File: config.mk
export PLATFORM = sky130hd
export DESIGN_NAME = keypad_scanner
export DESIGN_NICKNAME = d
export VERILOG_FILES = /design/src/rtl/keypad_scanner.sv
export SDC_FILE = /design/constraint.sdc
export NUM_CORES = 1
export LEC_CHECK = 0
export CAP_MARGIN = 20
export CORE_MARGIN = 2
export CORE_UTILIZATION = 37
export CTS_CLUSTER_SIZE = 24
export DETAILED_ROUTE_END_ITERATION = 6
export PLACE_DENSITY = 0.53
export SLEW_MARGIN = 25
export SYNTH_ARGS = -nofsm -noshare
export SYNTH_HDL_FRONTEND = slang
export SYNTH_SLANG_ARGS = --single-unit
File: constraint.sdc
create_clock -name clk -period 14 [get_ports clk]
set_input_delay 1.4 -clock clk [delete_from_list [all_inputs] [get_ports clk]]
set_output_delay 1.4 -clock clk [all_outputs]
set_load 0.01 [all_outputs]
File: src/rtl/keypad_scanner.sv
// keypad_scanner: 4x4 matrix keypad scanner with per-frame debounce.
// Columns are strobed low one at a time; the synchronized rows are sampled
// at the end of every column period and one 16-key snapshot is formed per
// frame. A four-state FSM debounces presses and releases over whole frames
// and keeps a four-digit history of accepted key codes.
module keypad_scanner #(
    parameter int SCAN_DIV        = 12500,
    parameter int DEBOUNCE_FRAMES = 20
) (
    input  logic        clk,
    input  logic        reset,
    input  logic [3:0]  row_n,
    output logic [3:0]  col_n,
    output logic        key_valid,
    output logic [3:0]  key_code,
    output logic        key_held,
    output logic [15:0] digits
);

    localparam int                 DIV_W      = (SCAN_DIV > 1) ? $clog2(SCAN_DIV) : 1;
    localparam logic [DIV_W-1:0]   DIV_LAST   = DIV_W'(SCAN_DIV - 1);
    localparam logic [8:0]         DEB_TARGET = 9'(DEBOUNCE_FRAMES);

    typedef enum logic [1:0] {
        ST_IDLE      = 2'd0,
        ST_PRESS_CHK = 2'd1,
        ST_HELD      = 2'd2,
        ST_REL_CHK   = 2'd3
    } state_t;

    typedef enum logic [1:0] {
        CLS_NONE   = 2'd0,
        CLS_SINGLE = 2'd1,
        CLS_MULTI  = 2'd2
    } frame_cls_t;

    // Number of pressed keys collapsed to none / exactly one / several.
    function automatic frame_cls_t classify(input logic [15:0] keys);
        logic [4:0] n;
        n = 5'd0;
        for (int i = 0; i < 16; i++) begin
            n = n + 5'(keys[i]);
        end
        if (n == 5'd0) begin
            return CLS_NONE;
        end else if (n == 5'd1) begin
            return CLS_SINGLE;
        end else begin
            return CLS_MULTI;
        end
    endfunction

    // Bit index of the pressed key equals its code (4*row + column).
    function automatic logic [3:0] encode(input logic [15:0] keys);
        logic [3:0] code;
        code = 4'd0;
        for (int i = 0; i < 16; i++) begin
            if (keys[i]) begin
                code = 4'(i);
            end
        end
        return code;
    endfunction

    logic [3:0]       r_row_s1;
    logic [3:0]       r_row_s2;
    logic [DIV_W-1:0] r_div;
    logic [1:0]       r_col;
    logic [3:0]       r_col_n;
    logic [15:0]      r_keys;
    state_t           r_state;
    logic [3:0]       r_cand;
    logic [7:0]       r_cnt;
    logic             r_key_valid;
    logic [3:0]       r_key_code;
    logic             r_key_held;
    logic [15:0]      r_digits;

    logic             w_col_end;
    logic             w_frame_end;
    logic [1:0]       w_col_next;
    logic [15:0]      w_sample_keys;
    frame_cls_t       w_cls;
    logic [3:0]       w_code;
    logic [8:0]       w_cnt_inc;

    assign w_col_end   = (r_div == DIV_LAST);
    assign w_frame_end = w_col_end && (r_col == 2'd3);
    assign w_col_next  = r_col + 2'd1;
    assign w_cnt_inc   = {1'b0, r_cnt} + 9'd1;
    assign w_cls       = classify(w_sample_keys);
    assign w_code      = encode(w_sample_keys);

    assign col_n     = r_col_n;
    assign key_valid = r_key_valid;
    assign key_code  = r_key_code;
    assign key_held  = r_key_held;
    assign digits    = r_digits;

    // Two-flop synchronizer for the asynchronous, pulled-up row inputs.
    always_ff @(posedge clk or posedge reset) begin
        if (reset) begin
            r_row_s1 <= 4'b1111;
            r_row_s2 <= 4'b1111;
        end else begin
            r_row_s1 <= row_n;
            r_row_s2 <= r_row_s1;
        end
    end

    // Snapshot = stored columns with the active column's bits replaced by the live sample.
    always_comb begin
        w_sample_keys = r_keys;
        for (int r = 0; r < 4; r++) begin
            w_sample_keys[4*r + int'(r_col)] = ~r_row_s2[r];
        end
    end

    // Column divider, column strobe and per-column key capture.
    always_ff @(posedge clk or posedge reset) begin
        if (reset) begin
            r_div   <= '0;
            r_col   <= 2'd0;
            r_col_n <= 4'b1110;
            r_keys  <= 16'h0000;
        end else if (w_col_end) begin
            r_div   <= '0;
            r_col   <= w_col_next;
            r_col_n <= ~(4'b0001 << w_col_next);
            r_keys  <= w_sample_keys;
        end else begin
            r_div   <= r_div + DIV_W'(1);
        end
    end

    // Debounce FSM; all key outputs are registered here and change only after a frame end.
    always_ff @(posedge clk or posedge reset) begin
        if (reset) begin
            r_state     <= ST_IDLE;
            r_cand      <= 4'd0;
            r_cnt       <= 8'd0;
            r_key_valid <= 1'b0;
            r_key_code  <= 4'd0;
            r_key_held  <= 1'b0;
            r_digits    <= 16'h0000;
        end else begin
            r_key_valid <= 1'b0;
            if (w_frame_end) begin
                case (r_state)
                    ST_IDLE: begin
                        if (w_cls == CLS_SINGLE) begin
                            r_cand <= w_code;
                            if (DEB_TARGET <= 9'd1) begin
                                r_key_valid <= 1'b1;
                                r_key_code  <= w_code;
                                r_key_held  <= 1'b1;
                                r_digits    <= {r_digits[11:0], w_code};
                                r_cnt       <= 8'd0;
                                r_state     <= ST_HELD;
                            end else begin
                                r_cnt   <= 8'd1;
                                r_state <= ST_PRESS_CHK;
                            end
                        end else begin
                            r_state <= ST_IDLE;
                        end
                    end
                    ST_PRESS_CHK: begin
                        if (w_cls != CLS_SINGLE) begin
                            r_cnt   <= 8'd0;
                            r_state <= ST_IDLE;
                        end else if (w_code != r_cand) begin
                            // A different single key restarts the count on the new candidate.
                            r_cand <= w_code;
                            r_cnt  <= 8'd1;
                        end else if (w_cnt_inc >= DEB_TARGET) begin
                            r_key_valid <= 1'b1;
                            r_key_code  <= r_cand;
                            r_key_held  <= 1'b1;
                            r_digits    <= {r_digits[11:0], r_cand};
                            r_cnt       <= 8'd0;
                            r_state     <= ST_HELD;
                        end else begin
                            r_cnt <= w_cnt_inc[7:0];
                        end
                    end
                    ST_HELD: begin
                        // Any key activity while held is ignored: no repeat, no second key.
                        if (w_cls == CLS_NONE) begin
                            if (DEB_TARGET <= 9'd1) begin
                                r_key_held <= 1'b0;
                                r_cnt      <= 8'd0;
                                r_state    <= ST_IDLE;
                            end else begin
                                r_cnt   <= 8'd1;
                                r_state <= ST_REL_CHK;
                            end
                        end else begin
                            r_state <= ST_HELD;
                        end
                    end
                    ST_REL_CHK: begin
                        if (w_cls != CLS_NONE) begin
                            r_cnt   <= 8'd0;
                            r_state <= ST_HELD;
                        end else if (w_cnt_inc >= DEB_TARGET) begin
                            r_key_held <= 1'b0;
                            r_cnt      <= 8'd0;
                            r_state    <= ST_IDLE;
                        end else begin
                            r_cnt <= w_cnt_inc[7:0];
                        end
                    end
                    default: begin
                        r_cnt   <= 8'd0;
                        r_state <= ST_IDLE;
                    end
                endcase
            end else begin
                r_state <= r_state;
            end
        end
    end

endmodule

==> run metrics, run 1 <==
combinational power share=4.1%; largest net degree at the start of global routing=77; Synth area leader=dfrtp_1; Hold Violations, Final=0; switching pwr=0.00009750 W; Vias=2830; Rows=38; Crit. End Element=flop; multiplexer area fraction after synthesis=7.290%; fin crit share=42.88%; CTS H-tree lvls=3; top-area cell type share of the netlist area=39.32%; critical path fanouts, max=17; layout cells sized above 1=15.29%; most common cell after layout, fill and taps aside=dfrtp_1; vias per inst=5.009; fmax=166.6 MHz; simple-gate share of the synthesized area=17.30%; Synth Area in Adders=8.469%; core area=10890 um2; post-CTS setup buffer count=0; Avg WL per Cell=14.35 um; Clock transition at path regs=0.08 ns; Remaining Overflow, GRT=0; antenna cells=0; CTS tree=yes; I/O Pins=32; Slew @ Worst Pin=0.8389 ns; Req. time, crit path=14.24 ns; global-route wire length before repair=14.18 mm; CTS Root Buffer Type=clkbuf_8; worst hold slack=0.3583 ns; Sw Share=22.90%; crit path time final=6.003 ns; Final Slew Violations=0; Die Y=109.7 um; Syn Nets=421; status=complete, no violations; Post-DRT Antenna Nets=0; Starting Density=37.99%; ranking of synthesized cells by area=dfrtp_1 (39%), dfstp_2 (7.0%), fa_1 (4.8%), o21ai_0 (4.2%), nand2_1 (4.2%); Clock Skew=0.009323 ns; Initial DRT Pass Iterations=4; Final Core Density=43.56%; detailed-route DRC error count=0; GPL Wtd Cong=0.7985; ys flop type=dfrtp_1; Filler cells=1036; Setup TNS=0 ns; hold buffers post-CTS=0; Seq/Total Area, Yosys=46.31%; Tot Pwr=0.0004257 W; non-filler cells, final=565; Post-synth EDFFs=0; die width=109.7 um; P_int=0.0003282 W; post-synthesis xor/xnor area fraction=2.964%; Flop pwr share=52.4%; Tot GR Track Use=15.23%; Async SR Flop Fraction=100.0%; Yosys cell types=63; clk sinks=76; Critical Path AT=6.24 ns; Relative slew margins=44.07%; largest family of logic cells by synthesized area=simple AND/OR/NAND/NOR gates; Die Footprint=12040 um2; Ys Warns=0; initial antenna violation count=0; Synth Area in Compound Gates=12.52%; drt initial violations=134; Final nets=448; clk buf depth=2; RSZ-0062 raised after global routing=false; Avg Inst Size Synth=10.53 um2; P&R area growth vs syn=14.67%; Worst setup SP type=flop; dpl hpwl=5.585 mm; Port-buffer cells=31; CTS resizes=0; Clock Power Share=43.5%; vias in the first global route=2834; dpl cells=548; power per cell area=89.74 nW/um2; Final setup viols=0; most frequent cells in the layout=dfrtp_1 (65), nand2_1 (46), o21ai_0 (35), clkdlybuf4s50_1 (31), nor2_1 (26); flops & latches, synth=76; Max-Cap Viols=0; Cells after Synth=393; worst-skew pair later-pin latency=0.35 ns; Routed Wire Length=8.105 mm; Mapped Area=4136 um2; Worst VDD drop=0.04828 mV; CTS Buf Count=9; kind of critical path=flop to flop; leakage power=2.097 nW; min-delay worst type=flop to flop
## per-stage QoR
| step | instance area (um2) | setup WS (ns) |
|---|---|---|
| 2_1_floorplan | 4136 | 8.602 |
| 3_3_place_gp | 4512 | 8.110 |
| 3_5_place_dp | 4512 | 8.009 |
| 4_1_cts | 4728 | 7.982 |
| 5_1_grt | 4743 | 7.576 |
| 6_report | 4743 | 7.997 |
## logic make-up after synthesis
group / Yosys count
xor+xnor: 14
fa+ha+maj: 22
mux: 24
simple gates: 136
buf+inv: 42
flops: 76
compound gates: 79
## metal layers
metal / vias to the layer above / track usage, % / wire [um]
li1: 1406 / - / -
met1: 1359 / 21.26 / 4090
met2: 51 / 23.06 / 3590
met3: 14 / 3.260 / 263
met4: 0 / 6.058 / 160
met5: - / 0 / 0
## synthesized netlist by cell type, types with 4 or more instances
cell type	number
o221ai_1	4
fa_1	10
nor2b_1	5
xnor2_1	8
and2_1	8
ha_1	12
and3_1	4
dfrtp_1	65
dfstp_2	11
xor2_1	6
nor3_1	4
nand2_1	46
a21oi_1	9
mux2_4	9
clkbuf_1	5
buf_4	5
buf_2	4
nand2b_1	10
o21ai_0	35
inv_1	24
nor2_1	26
nand3_1	14
mux2_2	13
## sequential cells by signal, indices dropped and copies added (netlist names)
| name | count |
|---|---|
| col_n | 4 |
| digits | 13 |
| key_code | 3 |
| key_held | 1 |
| key_valid | 1 |
| r_cand | 4 |
| r_cnt | 8 |
| r_col | 2 |
| r_div | 14 |
| r_keys | 16 |
| r_row_s1 | 4 |
| r_row_s2 | 4 |
| r_state | 2 |
## critical path, stage by stage, from the launching register on
cell     delay, ns
dfrtp_1       0.38
ha_1          0.44
nor2_1        0.09
a21oi_1       0.31
inv_1         0.14
fa_1          0.49
fa_1          0.55
fa_1          0.44
fa_1          0.49
inv_1         0.04
ha_1          0.20
fa_1          0.45
nor3_1        0.13
o21ai_0       0.18
nor2_1        0.29
nand3_2       0.10
or3_1         0.73
mux2_4        0.43
## power groups by stage
stage	clock network [W]	logic, W	registers, W
after global placement	0	0.0000175	0.000227
final	0.000185	0.0000175	0.000223
after detailed placement	0	0.0000178	0.000227
after CTS	0.000193	0.0000180	0.000223
after global routing	0.000202	0.0000206	0.000223
after floorplan	0	0.0000127	0.000226
## area by class of cell
class	count	area [um2]	share of cell area, %
clock buffer	10	127.6	2.691
clock inverter	6	88.84	1.873
inverter	25	95.09	2.005
multi-input combinational	275	2008	42.34
sequential	76	1916	40.39
tap	140	175.2	3.693
timing repair buffer	33	332.8	7.017
## worst paths after layout
check	endpoint	from	depth (start not counted)	slack (ns)
max in group asynchronous	r_keys[11]$_DFFE_PP0N_	reset	3	11.99
hold / removal	r_row_s2[0]$_DFF_PP1_	r_row_s1[0]$_DFF_PP1_	0	0.36
setup reg to reg	digits[7]$_DFFE_PP0P_	r_col[1]$_DFFE_PP0N_	17	8.00
setup / recovery	digits[7]$_DFFE_PP0P_	r_col[1]$_DFFE_PP0N_	17	8.00
min in group asynchronous	r_div[10]$_DFF_PP0_	reset	3	1.55
hold reg to reg	r_row_s2[0]$_DFF_PP1_	r_row_s1[0]$_DFF_PP1_	0	0.36
No activity file was read; power rests on OpenSTA's default activity.
==> inputs of run 2 (changes only) <==
==> constraint.sdc (replaced) <==
create_clock -name clk -period 6 [get_ports clk]
set_input_delay 0.6 -clock clk [delete_from_list [all_inputs] [get_ports clk]]
set_output_delay 0.6 -clock clk [all_outputs]
set_load 0.01 [all_outputs]
==> run metrics, run 2 (synthesis gave the netlist of run 1 again) <==
met2 Usage GRT=23.28%; Setup TNS=0 ns; detailed-route DRC error count=0; met1 Use GR=21.37%; min-delay worst type=flop to flop; Largest register FFs=16; Post-DRT Antenna Nets=0; CTS H-tree lvls=3; Seq. cell area=1916 um2; switching pwr=0.0002156 W; Relative slew margins=53.08%; post-place setup slack=0.2560 ns; reg2reg setup slack=0.33 ns; clk buf depth=2; Avg WL per Cell=14.35 um; Final setup viols=0; most common cell after layout, fill and taps aside=dfrtp_1; area of the multi-input gates=2013 um2; power per cell area=208.1 nW/um2; Crit. End Element=flop; Sw Share=21.73%; vias per inst=4.984; Clock Power Share=43.5%; P&R area growth vs syn=15.28%; combinational power share=4.1%; Slew @ Worst Pin=0.7038 ns; most frequent cells in the layout=dfrtp_1 (65), nand2_1 (46), o21ai_0 (35), clkdlybuf4s50_1 (31), nor2_1 (26); dpl cells=552; initial antenna violation count=0; Hold Violations, Final=0; largest net degree at the start of global routing=77; gr busiest metal=met2; fin crit share=94.47%; post-CTS setup buffer count=0; CTS Buf Count=9; P_int=0.0007766 W; Hold EP=r_row_s2[0]$_DFF_PP1_; Vias=2831; fmax=176.4 MHz; met3 Usage GRT=3.794%; global-route wire length before repair=14.21 mm; Max-Cap Viols=0; worst hold slack=0.3556 ns; r2r worst-path depth=17; non-filler cells, final=568; Tot GR Track Use=15.39%; status=complete, no violations; layout cells sized above 1=16.12%; Worst setup SP type=flop; Final Slew Violations=0; Port-buffer cells=31; Final Instance Area=4768 um2; crit path time final=5.668 ns; worst-skew pair later-pin latency=0.36 ns; Req. time, crit path=6.24 ns; Clock Skew=0.008008 ns; min-delay src=r_row_s1[0]$_DFF_PP1_; Routed Wire Length=8.148 mm; Flop pwr share=52.4%; Biggest register=r_keys; hold buffers post-CTS=0; leakage power=2.108 nW; CTS Root Buffer Type=clkbuf_8; drt initial violations=171; dpl hpwl=5.746 mm; clk sinks=76; CTS resizes=0; Initial DRT Pass Iterations=4; vias in the first global route=2807; GPL Wtd Cong=0.8328; core area=10890 um2; critical path fanouts, max=17; Filler cells=1062; Die Y=109.7 um; Critical Path AT=5.91 ns; final worst setup slack=0.3316 ns; die width=109.7 um; Final nets=451; antenna cells=0; CTS tree=yes; reg2reg start=r_col[0]$_DFFE_PP0N_; kind of critical path=flop to flop; Worst VDD drop=0.1391 mV; DP Area=4542 um2; I/O Pins=32; Rows=38; Hold Path Depth=0; RSZ-0062 raised after global routing=false; Starting Density=37.99%; Clock transition at path regs=0.07 ns; reg-to-reg critical path endpoint=digits[4]$_DFFE_PP0P_; Remaining Overflow, GRT=0; Die Footprint=12040 um2
[run 2: worst max path at each step]
| stage | endpoint | start | slack (ns) | cells past startpoint |
|---|---|---|---|---|
| floorplan | digits[15]$_DFFE_PP0P_ | r_col[0]$_DFFE_PP0N_ | 0.60 | 19 |
| global placement | digits[15]$_DFFE_PP0P_ | r_col[0]$_DFFE_PP0N_ | 0.34 | 17 |
| detailed placement | digits[7]$_DFFE_PP0P_ | r_col[0]$_DFFE_PP0N_ | 0.26 | 17 |
| CTS | digits[7]$_DFFE_PP0P_ | r_col[0]$_DFFE_PP0N_ | 0.23 | 17 |
| global route | digits[4]$_DFFE_PP0P_ | r_col[0]$_DFFE_PP0N_ | 0.02 | 17 |
| finish | digits[4]$_DFFE_PP0P_ | r_col[0]$_DFFE_PP0N_ | 0.33 | 17 |
[run 2: layout make-up]
cell class / instances / area share, %
tap: 140 / 3.674
sequential: 76 / 40.17
clock buffer: 12 / 3.044
multi-input combinational: 275 / 42.22
clock inverter: 4 / 1.522
timing repair buffer: 36 / 7.373
inverter: 25 / 1.994
[run 2: power by group through the flow]
stage	registers (W)	clock network, W	logic (W)
6_report	0.000520	0.000431	0.0000407
5_1_grt	0.000520	0.000471	0.0000477
4_1_cts	0.000520	0.000448	0.0000417
3_5_place_dp	0.000530	0	0.0000416
3_3_place_gp	0.000530	0	0.0000412
2_1_floorplan	0.000528	0	0.0000297
[run 2: worst max-delay path, cell delays in order (launching register included)]
cell     delay (ns)
dfrtp_1        0.41
ha_2           0.28
inv_2          0.20
mux2i_1        0.35
fa_1           0.51
fa_1           0.55
fa_1           0.43
fa_1           0.49
inv_1          0.04
ha_1           0.19
fa_1           0.44
nor3_1         0.16
o21ai_0        0.19
nor2_1         0.29
nand3_2        0.10
or3_1          0.37
buf_4          0.23
mux2_4         0.32
[run 2: routing by layer]
metal,vias to the layer above,wire length (um)
met2,64,3620
met4,0,122
met5,-,0
met1,1340,4062
met3,10,342
li1,1417,-
[run 2: stage by stage]
stage	utilization, %	power [W]
final	43.79	0.0009922
after CTS	43.71	0.001009
after detailed placement	41.71	0.0005713
after floorplan	-	0.0005578
after global placement	41.71	0.0005710
after global routing	43.79	0.001039
